==> config.mk <==
export PLATFORM = sky130hd
export DESIGN_NAME = bicubic_dot_pipe
export DESIGN_NICKNAME = d
export VERILOG_FILES = /design/src/rtl/bicubic_dot_pipe.sv
export SDC_FILE = /design/constraint.sdc
export NUM_CORES = 1
export LEC_CHECK = 0
export ABC_AREA = 1
export BUFFER_PORTS_ARGS = -buffer_cell sky130_fd_sc_hd__buf_4
export CAP_MARGIN = 5
export CORE_UTILIZATION = 62
export CTS_CLUSTER_SIZE = 8
export DETAILED_ROUTE_END_ITERATION = 12
export HOLD_SLACK_MARGIN = 0.08
export PLACE_DENSITY = 0.89
export SLEW_MARGIN = 20
export SYNTH_ARGS = -nofsm -noshare
export SYNTH_HDL_FRONTEND = slang
export SYNTH_SLANG_ARGS = --single-unit
==> constraint.sdc <==
create_clock -name clk -period 5.92 [get_ports clk]
set_clock_uncertainty 0.1 [all_clocks]
set_input_delay 1.184 -clock clk [delete_from_list [all_inputs] [get_ports clk]]
set_output_delay 1.184 -clock clk [all_outputs]
set_load 0.05 [all_outputs]
==> src/rtl/bicubic_dot_pipe.sv <==
// bicubic_dot_pipe
//   Sign-magnitude dot product of TAPS weight/pixel pairs for bicubic
//   interpolation. Three register stages, globally stalled by a valid/ready
//   handshake on the output.
//
// Ports
//   clk, rst_n   : clock, asynchronous active-low reset
//   in_valid     : input vector valid
//   in_ready     : input accepted this cycle when in_valid is also high
//   weight_vec   : TAPS sign-magnitude weights, tap i at [i*(WW+1) +: WW+1]
//   pixel_vec    : TAPS sign-magnitude pixels,  tap i at [i*(PW+1) +: PW+1]
//   out_valid    : result valid
//   out_ready    : downstream accepts result
//   out_mag      : result magnitude (saturated or wrapped to OW bits)
//   out_sign     : result sign, 1 = negative, never set for a zero result
//   out_ovf      : this result did not fit in OW bits
//   ovf_sticky   : set by any accepted overflowing result
//   clr_ovf      : synchronous clear of ovf_sticky, wins over a new set
module bicubic_dot_pipe #(
  parameter int TAPS   = 4,
  parameter int WW     = 3,
  parameter int PW     = 8,
  parameter int FRAC   = 3,
  parameter int OW     = 8,
  parameter int SAT_EN = 1
) (
  input  logic                   clk,
  input  logic                   rst_n,
  input  logic                   in_valid,
  output logic                   in_ready,
  input  logic [TAPS*(WW+1)-1:0] weight_vec,
  input  logic [TAPS*(PW+1)-1:0] pixel_vec,
  output logic                   out_valid,
  input  logic                   out_ready,
  output logic [OW-1:0]          out_mag,
  output logic                   out_sign,
  output logic                   out_ovf,
  output logic                   ovf_sticky,
  input  logic                   clr_ovf
);

  // Per-tap product magnitude after dropping the weight fraction bits.
  localparam int PRODW = PW + WW - FRAC;
  // One extra bit per adder level plus the sign bit: the sum can never overflow.
  localparam int ACC   = PRODW + $clog2(TAPS) + 1;
  // |sum| zero-extended so overflow and wrap work for any OW vs ACC relation.
  localparam int XW    = ACC + OW;

  // Sign-magnitude tap product, truncated, returned as two's complement.
  // A zero magnitude is always +0 whatever the sign bits say.
  function automatic logic signed [ACC-1:0] tap_product(
    input logic [WW:0] w,
    input logic [PW:0] p
  );
    logic [WW+PW-1:0]       full;
    logic [PRODW-1:0]       mag;
    logic signed [ACC-1:0]  pos;
    full = {{PW{1'b0}}, w[WW-1:0]} * {{WW{1'b0}}, p[PW-1:0]};
    mag  = PRODW'(full >> FRAC);
    pos  = $signed({{(ACC-PRODW){1'b0}}, mag});
    if ((w[WW] ^ p[PW]) && (mag != '0)) return -pos;
    return pos;
  endfunction

  function automatic logic [ACC-1:0] abs_acc(input logic signed [ACC-1:0] v);
    logic signed [ACC-1:0] neg;
    neg = -v;
    return v[ACC-1] ? $unsigned(neg) : $unsigned(v);
  endfunction

  function automatic logic mag_overflow(input logic [ACC-1:0] a);
    logic [XW-1:0] ext;
    ext = {{OW{1'b0}}, a};
    return |(ext >> OW);
  endfunction

  function automatic logic [OW-1:0] sat_mag(input logic [ACC-1:0] a);
    logic [XW-1:0] ext;
    ext = {{OW{1'b0}}, a};
    if (mag_overflow(a) && (SAT_EN != 0)) return {OW{1'b1}};
    return ext[OW-1:0];
  endfunction

  logic                  advance;
  logic                  accept;
  logic                  vld_p0;
  logic                  vld_p1;
  logic signed [ACC-1:0] prod_p0 [TAPS];
  logic signed [ACC-1:0] sum_p1;
  logic signed [ACC-1:0] tree_sum;
  logic [ACC-1:0]        sum_abs;

  // Whole pipe moves together; a held output freezes every stage.
  assign in_ready = ~out_valid | out_ready;
  assign advance  = in_ready;
  assign accept   = in_valid & in_ready;

  // Stage 1: per-tap signed products, captured only on accept
  always_ff @(posedge clk) begin
    if (accept) begin
      for (int i = 0; i < TAPS; i++) begin
        prod_p0[i] <= tap_product(weight_vec[i*(WW+1) +: WW+1],
                                  pixel_vec[i*(PW+1) +: PW+1]);
      end
    end
  end

  always_comb begin
    tree_sum = '0;
    for (int i = 0; i < TAPS; i++) begin
      tree_sum = tree_sum + prod_p0[i];
    end
  end

  // Stage 2: full-width signed sum
  always_ff @(posedge clk) begin
    if (advance && vld_p0) begin
      sum_p1 <= tree_sum;
    end
  end

  assign sum_abs = abs_acc(sum_p1);

  // Stage 3: sign/magnitude, saturation, sticky overflow
  always_ff @(posedge clk or negedge rst_n) begin
    if (!rst_n) begin
      vld_p0     <= 1'b0;
      vld_p1     <= 1'b0;
      out_valid  <= 1'b0;
      out_mag    <= '0;
      out_sign   <= 1'b0;
      out_ovf    <= 1'b0;
      ovf_sticky <= 1'b0;
    end else begin
      if (advance) begin
        vld_p0    <= in_valid;
        vld_p1    <= vld_p0;
        out_valid <= vld_p1;
        if (vld_p1) begin
          out_mag  <= sat_mag(sum_abs);
          out_sign <= sum_p1[ACC-1];
          out_ovf  <= mag_overflow(sum_abs);
        end
      end
      if (clr_ovf) begin
        ovf_sticky <= 1'b0;
      end else if (out_valid && out_ready && out_ovf) begin
        ovf_sticky <= 1'b1;
      end
    end
  end

endmodule

Word-level counts from Yosys, hierarchy flattened
Memory sizes are Yosys's and may differ from the RTL's.
Cells that the tools add are included.
Widths: inputs -> output; s select.
{"block": "classes", "addsub": 8, "n_mul": 4, "div_mod_pow": 0, "order_cmp": 0, "n_eq_ne": 0, "n_shift": 0, "muxes": 30, "bitwise": 7, "reduce_logical": 14}
{"cell": "$mux 11", "n": 13}
{"cell": "$mul 3x8->11", "n": 4}
{"cell": "$neg 8->11", "n": 4}
{"cell": "$add 11x11->11", "n": 3}
{"cell": "$reduce_bool 8->1", "n": 4}
{"cell": "$mux 8", "n": 2}
{"cell": "$mux 1", "n": 15}
{"cell": "$neg 11->11", "n": 1}
{"cell": "$logic_and 1x1->1", "n": 7}
{"cell": "$xor 1x1->1", "n": 4}
{"cell": "$reduce_or 3->1", "n": 1}
{"cell": "$reduce_and 2->1", "n": 1}
{"cell": "$reduce_bool 2->1", "n": 1}
{"cell": "$and 1x1->1", "n": 1}
{"cell": "$not 1->1", "n": 1}
{"cell": "$or 1x1->1", "n": 1}
{"block": "word_totals", "reg_bits": 25, "latch_bits": 0, "ramBits": 44, "mem_bits_ro": 0, "inputBits": 57, "mem_count": 1}
{"name": "prod_p0", "words": 4, "width": 11, "read_ports": 4, "rd_clocked_by_memory_dff": 0, "wr": 4, "line_no": "88", "rtl": "logic signed [ACC-1:0] prod_p0 [TAPS];"}

Logic depth before layout (Yosys ltp)
Gate-level depths: netlist of the first run.
{"block": "depth", "word_depth": 7, "mapped_depth": 19, "mapped_depth_nobuf": 18}

Least setup slack after synthesis of the first run
OpenSTA, ideal clock, no wires.
{"block": "synth_timing", "path_type": "input port to flip-flop", "start": "input weight_vec[10]", "end": "memory prod_p0[2][7] (netlist bit) (data pin)", "setup_time_ps": 253, "arrival_time_ps": 3607, "path_slack_ps": 1960, "stages": 15, "path_buffers": 1, "path_cell_list": "clkbuf_1 nand2_1 fa_1 inv_1 fa_1 xor2_1 inv_1 ha_1 nand3_1 a21oi_2 nand2_2 nor2_2 nor2_4 nand3_1 nand2_1"}
{"element": "from (decl)", "line_no": "31", "rtl": "input logic [TAPS*(WW+1)-1:0] weight_vec,"}
{"element": "to (decl)", "line_no": "88"}

==> results of run 1 <==
==> state kept, by name, summed over array words and instances, names as in the netlist <==
| register | cells |
|---|---|
| sum_p1 | 11 |
| out_ovf | 1 |
| out_sign | 1 |
| out_mag | 8 |
| out_valid | 1 |
| prod_p0 | 44 |
| vld_p1 | 1 |
| vld_p0 | 1 |
| ovf_sticky | 1 |
==> synth_stat cells, drive strengths merged (3+ instances only) <==
cell      n  area (um2)
nand2   292        1139
inv     223       837.1
nor2     66       340.3
edfxtp   55        1652
nand3    54       292.8
fa       48       960.9
ha       47       588.1
xor2     34       297.8
a21oi    31       162.7
o21ai    25       155.1
xnor2    15       131.4
dfrtp    14       350.3
nand4     7       43.79
clkbuf    5       18.77
o22ai     5       31.28
a21boi    4       30.03
buf       4       20.02
nand3b    4       30.03
a21o      3       22.52
==> power groups by stage <==
| stage | Sequential [mW] | Combinational (mW) | Clock (mW) |
|---|---|---|---|
| 3_3_place_gp | 0.820 | 1.52 | 0 |
| 6_report | 0.818 | 1.63 | 0.568 |
| 4_1_cts | 0.819 | 1.63 | 0.575 |
| 5_1_grt | 0.833 | 1.85 | 0.598 |
| 2_1_floorplan | 0.904 | 1.15 | 0 |
| 3_5_place_dp | 0.825 | 1.60 | 0 |
==> final timing paths <==
check / startpoint / to / slack, ns / cells after the start
max in group asynchronous: rst_n / out_mag[3] / 4.97 / 1
min in group asynchronous: rst_n / out_mag[1] / 0.58 / 1
setup / recovery: weight_vec[9] / prod_p0[2][5] / 2.08 / 17
hold reg to reg: vld_p1 / out_valid / 0.38 / 2
setup reg to reg: prod_p0[2][1] / sum_p1[7] / 2.74 / 12
hold / removal: vld_p1 / out_valid / 0.38 / 2
==> area by class of cell <==
type	count	area, um2
Inverter	223	837.1
Clock inverter	4	53.80
Fill cell	844	2883
Sequential cell	69	2002
Multi-Input combinational cell	644	4287
Clock buffer	12	267.8
Tap cell	140	175.2
Timing Repair Buffer	70	525.5
==> critical path: cells and delay by family <==
family                   cells  cell delay [ns]
buffers and inverters        3             0.30
AND/OR/NAND/NOR              9             0.84
XOR/XNOR                     1             0.21
adder cells (fa/ha/maj)      3             1.10
AO/OA/AOI/OAI                1             0.20
==> layer usage <==
metal | global-route usage, % | vias to the layer above
met4 | 10.86 | 0
met2 | 46.27 | 174
li1 | - | 3032
met1 | 30.51 | 2706
met5 | 0 | -
met3 | 4.327 | 37
==> logic make-up (layout without fill, tap and decap cells) <==
group                      Yosys count  after routing
AOI/OAI and AO/OA                   74             74
xor gates and xnor gates            49             49
adders and majority gates           95             95
buffers and inverters              232            309
DFF                                 69             69
and+or+nand+nor                    426            426
==> impl_metrics.py, run 1 <==
metrics = {
    "sta": {
        "final_hold_viol_count": 0,
        "finalWorstSetupSlack_ns": 2.078,
        "layout_min_cycle_time_ns": 3.843,
        "tns_ns": 0,
        "post-route-period-util_pct": 64.91,
        "setup_violations": 0,
        "rsz0062_at_grt": "no",
        "clock.fmax_mhz": 260.2,
        "relSlewSlack_pct": 41.26,
        "whs_ns": 0.3814,
        "maxSlewViolCount": 0,
        "tightestPinTransition_ns": 0.8779,
    },
    "placement": {
        "io_buffers": 69,
        "hpwl_um": 11310,
        "gp_congestion": 0.8961,
        "post_dp_cell_area_mm2": 0.007826,
        "place_ws_ns": 1.779,
        "dp.cells": 1146,
    },
    "power_and_ir_drop": {
        "p_sw_mw": 1.294,
        "p_leak_nw": 4.564,
        "seqPwrFrac_pct": 27.1,
        "p_clk_share_pct": 18.8,
        "ir_drop_mv": 0.3729,
        "switching_share_pct": 42.85,
        "intPower_mw": 1.726,
        "power_mw": 3.020,
        "power_density_mw_per_mm2": 370.6,
        "comb_power_share_pct": 54.1,
    },
    "worst_setup_path": {
        "path_cells": "buf_4 > nand2_2 > inv_1 > fa_1 > nand3_1 > nor2_2 > fa_1 > xor2_1 > inv_1 > ha_1 > nand3_1 > a21oi_2 > nand2_2 > nor2_2 > nor2_4 > nand2_1 > nand2_1",
        "critPathMaxFanout": 9,
        "cp_slowest_stage_delay_ns": 0.47,
        "arrival_ns": 3.84,
        "worstPathRequired_ns": 5.91,
        "slowest_stage": "fa_1",
        "crit_type": "in2reg",
        "cp-end-kind": "flip-flop",
        "cp-start-kind": "input port",
    },
    "die": {
        "die_area_mm2": 0.01199,
        "die_height_um": 109.5,
        "start_util_pct": 64.95,
        "core_mm2": 0.01103,
        "fp-row-count": 38,
        "dieWidth_um": 109.5,
        "io_pins": 70,
    },
    "run": {
        "max_cap_violations": 0,
    },
    "detailed_routing": {
        "wl_met2_um": 7191,
        "via_per_inst": 5.120,
        "drt-total-wl_um": 14280,
        "drtIter0Drc": 353,
        "drc": 0,
        "topRoutingLayerUsed": "met4",
        "via_count": 5949,
        "dr.pass1.iters": 5,
        "route.met3.wl_um": 579,
        "ant_nets": 0,
        "drt-met1-wl_um": 6045,
        "wl_per_cell_um": 12.29,
    },
    "yosys": {
        "syn_inst": 945,
        "synth-xor-area-share_pct": 5.990,
        "syn_area_per_cell_um2": 7.581,
        "synth_nets": 1097,
        "synth_top_family_by_area": "simple AND/OR/NAND/NOR gates",
        "muxShareOfSynthArea_pct": 0,
        "synth_cell_type_count": 37,
        "synth_top_flop_cell": "edfxtp_1",
        "synth_compound_area_share_pct": 6.217,
        "syn_area_mm2": 0.007164,
        "yosys_warnings": 0,
        "synthAdderAreaFrac_pct": 21.62,
        "ys_ff_latch": 69,
        "synth_edf_count": 55,
        "ys_seq_area_share_pct": 27.94,
        "async_reset_ff_share_pct": 20.29,
        "yosys.area_share.simple_pct": 26.00,
    },
    "final_layout": {
        "mostFrequentLayoutCells": "nand2_1 (277), inv_1 (221), buf_4 (70)",
        "fin_cells": 1162,
        "final_common_cell": "nand2_1",
        "post-route-util_pct": 73.87,
        "syn_to_final_growth_pct": 13.73,
        "nets": 1169,
        "stdcell_area_mm2": 0.008148,
        "antenna_cells": 0,
        "drive_gt1_share_pct": 12.72,
    },
    "grt": {
        "grt_use_total_pct": 25.81,
        "overflow": 0,
        "first_global_vias": 5666,
        "grt_max_degree": 45,
        "antenna_found_initial": 0,
        "grt_first_pass_wirelength_um": 24140,
    },
    "clock_tree": {
        "root_buffer": "clkbuf_16",
        "clock_sinks": 69,
        "clk_path_buf_depth": 2,
        "cts_resized": 0,
        "htreeDepth": 3,
        "postCtsHoldBufs": 0,
        "cts_tree": "built",
        "post_cts_buffers": 0,
        "clk_transition_reported_paths_ns": 0.06,
        "cts_made_buffers": 9,
        "worstSkewPairLatency_ns": 0.33,
    },
    "min_path": {
        "min_path_type": "reg2reg",
    },
    "status": {
        "status": "finished clean",
    },
}
Note: power is estimated with default switching activity, not from simulation.
==> run 2: changes to the inputs <==
--- a/config.mk
+++ b/config.mk
@@ -5,14 +5,14 @@
 export SDC_FILE = /design/constraint.sdc
 export NUM_CORES = 1
 export LEC_CHECK = 0
-export ABC_AREA = 1
+export ABC_AREA = 0
 export BUFFER_PORTS_ARGS = -buffer_cell sky130_fd_sc_hd__buf_4
 export CAP_MARGIN = 5
-export CORE_UTILIZATION = 62
+export CORE_UTILIZATION = 61
 export CTS_CLUSTER_SIZE = 8
 export DETAILED_ROUTE_END_ITERATION = 12
 export HOLD_SLACK_MARGIN = 0.08
-export PLACE_DENSITY = 0.89
+export PLACE_DENSITY = 0.88
 export SLEW_MARGIN = 20
 export SYNTH_ARGS = -nofsm -noshare
 export SYNTH_HDL_FRONTEND = slang
==> constraint.sdc (replaced) <==
create_clock -name clk -period 4 [get_ports clk]
set_clock_uncertainty 0.1 [all_clocks]
set_input_delay 0.8 -clock clk [delete_from_list [all_inputs] [get_ports clk]]
set_output_delay 0.8 -clock clk [all_outputs]
set_load 0.05 [all_outputs]
==> impl_metrics.py, run 2 <==
metrics = {
    "status": {
        "status": "finished clean",
    },
    "die": {
        "die_height_um": 106.7,
        "fp-row-count": 37,
        "die_area_mm2": 0.01138,
        "dieWidth_um": 106.7,
        "core_mm2": 0.01046,
        "io_pins": 70,
        "start_util_pct": 63.86,
    },
    "worst_setup_path": {
        "r2r_slack_ns": 0.22,
        "cp_top_family": "adder cells",
        "crit_path_start": "weight_vec[9]",
        "worstPathRequired_ns": 3.99,
        "rr_worst_depth": 11,
        "path_cells": "buf_4 > and2_1 > fa_1 > nand2_1 > nor2_2 > fa_2 > xor2_1 > inv_1 > ha_4 > or4b_4 > o31a_1 > and2_4 > o41ai_4 > mux2_4",
        "arrival_ns": 3.89,
        "slowest_stage": "fa_1",
        "cp-end-kind": "flip-flop",
        "critPathBufInv": 2,
        "cp_slowest_stage_delay_ns": 0.47,
        "critPathMaxFanout": 4,
        "worstReg2RegStart": "prod_p0[1][2]",
        "cp-start-kind": "input port",
        "rr_endpoint": "sum_p1[10]",
        "crit_type": "in2reg",
    },
    "yosys": {
        "synth_common_cells": "inv_1 (118), nand2_1 (87), edfxtp_1 (55), fa_1 (48), ha_1 (47)",
        "synth_nets": 865,
        "synth_area_leaders": "edfxtp_1 (25%), fa_1 (14%), ha_1 (8.8%), inv_1 (6.6%), dfrtp_1 (5.2%)",
        "yosys_warnings": 0,
        "synth_top_cell_by_area": "edfxtp_1",
        "synth_cell_type_count": 62,
        "ys_ff_latch": 69,
        "syn_area_per_cell_um2": 9.371,
        "async_reset_ff_share_pct": 20.29,
        "yosysMostFrequentCell": "inv_1",
        "syn_inst": 713,
        "syn_area_mm2": 0.006681,
        "synth_top_flop_cell": "edfxtp_1",
        "synth_edf_count": 55,
        "yosysTopAreaCellShare_pct": 24.72,
        "ys_seq_area_share_pct": 29.96,
    },
    "final_layout": {
        "mostFrequentLayoutCells": "buf_4 (120), inv_1 (117), nand2_1 (87)",
        "final_common_cell": "buf_4",
        "reg_top3": "prod_p0: 44 flops, sum_p1: 11 flops, out_mag: 8 flops",
        "syn_to_final_growth_pct": 18.67,
        "antenna_cells": 0,
        "post-route-util_pct": 75.78,
        "largest_reg_flops": 44,
        "nets": 985,
        "drive_gt1_share_pct": 19.21,
        "fill_cells": 691,
        "regMostFlops": "prod_p0",
    },
    "clock_tree": {
        "htreeDepth": 3,
        "worstSkewPairLatency_ns": 0.34,
        "post_cts_buffers": 0,
        "clk_path_buf_depth": 2,
        "cts_made_buffers": 9,
        "postCtsHoldBufs": 0,
        "cts_tree": "built",
        "clk_transition_reported_paths_ns": 0.09,
        "root_buffer": "clkbuf_8",
        "clock_sinks": 69,
    },
    "detailed_routing": {
        "via_per_inst": 5.784,
        "wl_per_cell_um": 15.39,
        "ant_nets": 0,
        "drtIter0Drc": 273,
        "drt-total-wl_um": 14990,
        "via_count": 5634,
        "drc": 0,
        "dr.pass1.iters": 5,
    },
    "sta": {
        "finalWorstSetupSlack_ns": 0.09842,
        "layout_min_cycle_time_ns": 3.902,
        "final_hold_viol_count": 0,
        "tightestPinTransition_ns": 1.054,
        "setup_violations": 0,
        "maxSlewViolCount": 0,
        "clock.fmax_mhz": 256.3,
        "whs_ns": 0.1795,
        "relSlewSlack_pct": 29.71,
        "post-route-period-util_pct": 97.54,
    },
    "placement": {
        "io_buffers": 69,
        "gp_congestion": 0.8558,
        "place_ws_ns": -0.3863,
        "hpwl_um": 12320,
    },
    "grt": {
        "overflow": 0,
        "grt_use_total_pct": 27.70,
        "antenna_found_initial": 0,
        "grt_max_degree": 45,
        "first_global_vias": 5724,
        "grt_first_pass_wirelength_um": 25120,
    },
    "min_path": {
        "min_path_type": "in2async",
    },
    "power_and_ir_drop": {
        "power_density_mw_per_mm2": 533.7,
        "p_leak_nw": 3.761,
        "ir_drop_mv": 0.4576,
    },
    "run": {
        "max_cap_violations": 0,
    },
}
==> run 2: worst max-delay path by stage <==
| stage | end | slack, ns | cells after the start |
|---|---|---|---|
| 2_1_floorplan | prod_p0[2][1] | -0.15 | 13 |
| 3_3_place_gp | prod_p0[2][1] | -0.32 | 14 |
| 3_5_place_dp | prod_p0[2][1] | -0.39 | 14 |
| 4_1_cts | prod_p0[2][1] | 0.09 | 14 |
| 5_1_grt | prod_p0[2][1] | -0.001 | 14 |
| 6_report | prod_p0[2][1] | 0.1 | 14 |
==> run 2: what timing repair did <==
item                       in CTS  in global routing
gates cloned                    0                  0
pin swaps                       1                  0
setup endpoints to repair       1                  1
resized for setup               0                  1
==> run 2: layout make-up <==
type | count | area (um2) | share of cell area (%)
tap | 136 | 170.2 | 2.146
sequential | 69 | 2002 | 25.25
multi-input combinational | 515 | 4237 | 53.43
clock inverter | 6 | 38.79 | 0.4892
clock buffer | 10 | 137.6 | 1.736
inverter | 118 | 442.9 | 5.586
timing repair buffer | 120 | 900.9 | 11.36
==> run 2: per-layer routing <==
metal	part of all wire (%)	track usage (%)	up-vias
met2	54	52.44	186
met4	2.6	10.57	0
met3	4.6	3.283	44
li1	-	-	2683
met1	39	31.64	2721
met5	0	0	-
==> run 2: cells by family after synthesis <==
family          share of synthesized area [%]
fa+ha+maj                               23.18
mux                                     2.041
flops                                   29.96
xor+xnor                                7.210
compound gates                          15.56
simple gates                            14.68
buf+inv                                 7.360
==> run 2: where the power goes <==
group / total [mW] / internal [mW] / switching [mW]
combinational: 2.49 / 1.05 / 1.45
clock: 0.518 / 0.240 / 0.279
sequential: 1.22 / 1.10 / 0.119
total: 4.23 / 2.39 / 1.85
==> run 2: worst register-to-register path: stages, from the launching register on <==
cell and delay [ns]:
edfxtp_1 0.39, inv_1 0.13, fa_1 0.48, fa_1 0.52, inv_1 0.08, ha_1 0.34, a21o_1 0.21, a21oi_1 0.24
o21ai_0 0.19, o41ai_1 0.46, o21ai_0 0.21, xnor2_1 0.19
==> run 2: through the flow <==
step | instances | total power [mW] | cell area (um2) | setup TNS, ns
after CTS | 974 | 4.197 | 7919 | 0
after global placement | 958 | 3.438 | 7742 | -0.6804
after global routing | 974 | 4.526 | 7929 | -0.0009934
after floorplan | 713 | 2.915 | 6719 | -0.1537
final | 974 | 4.231 | 7929 | 0
after detailed placement | 958 | 3.649 | 7742 | -1.517
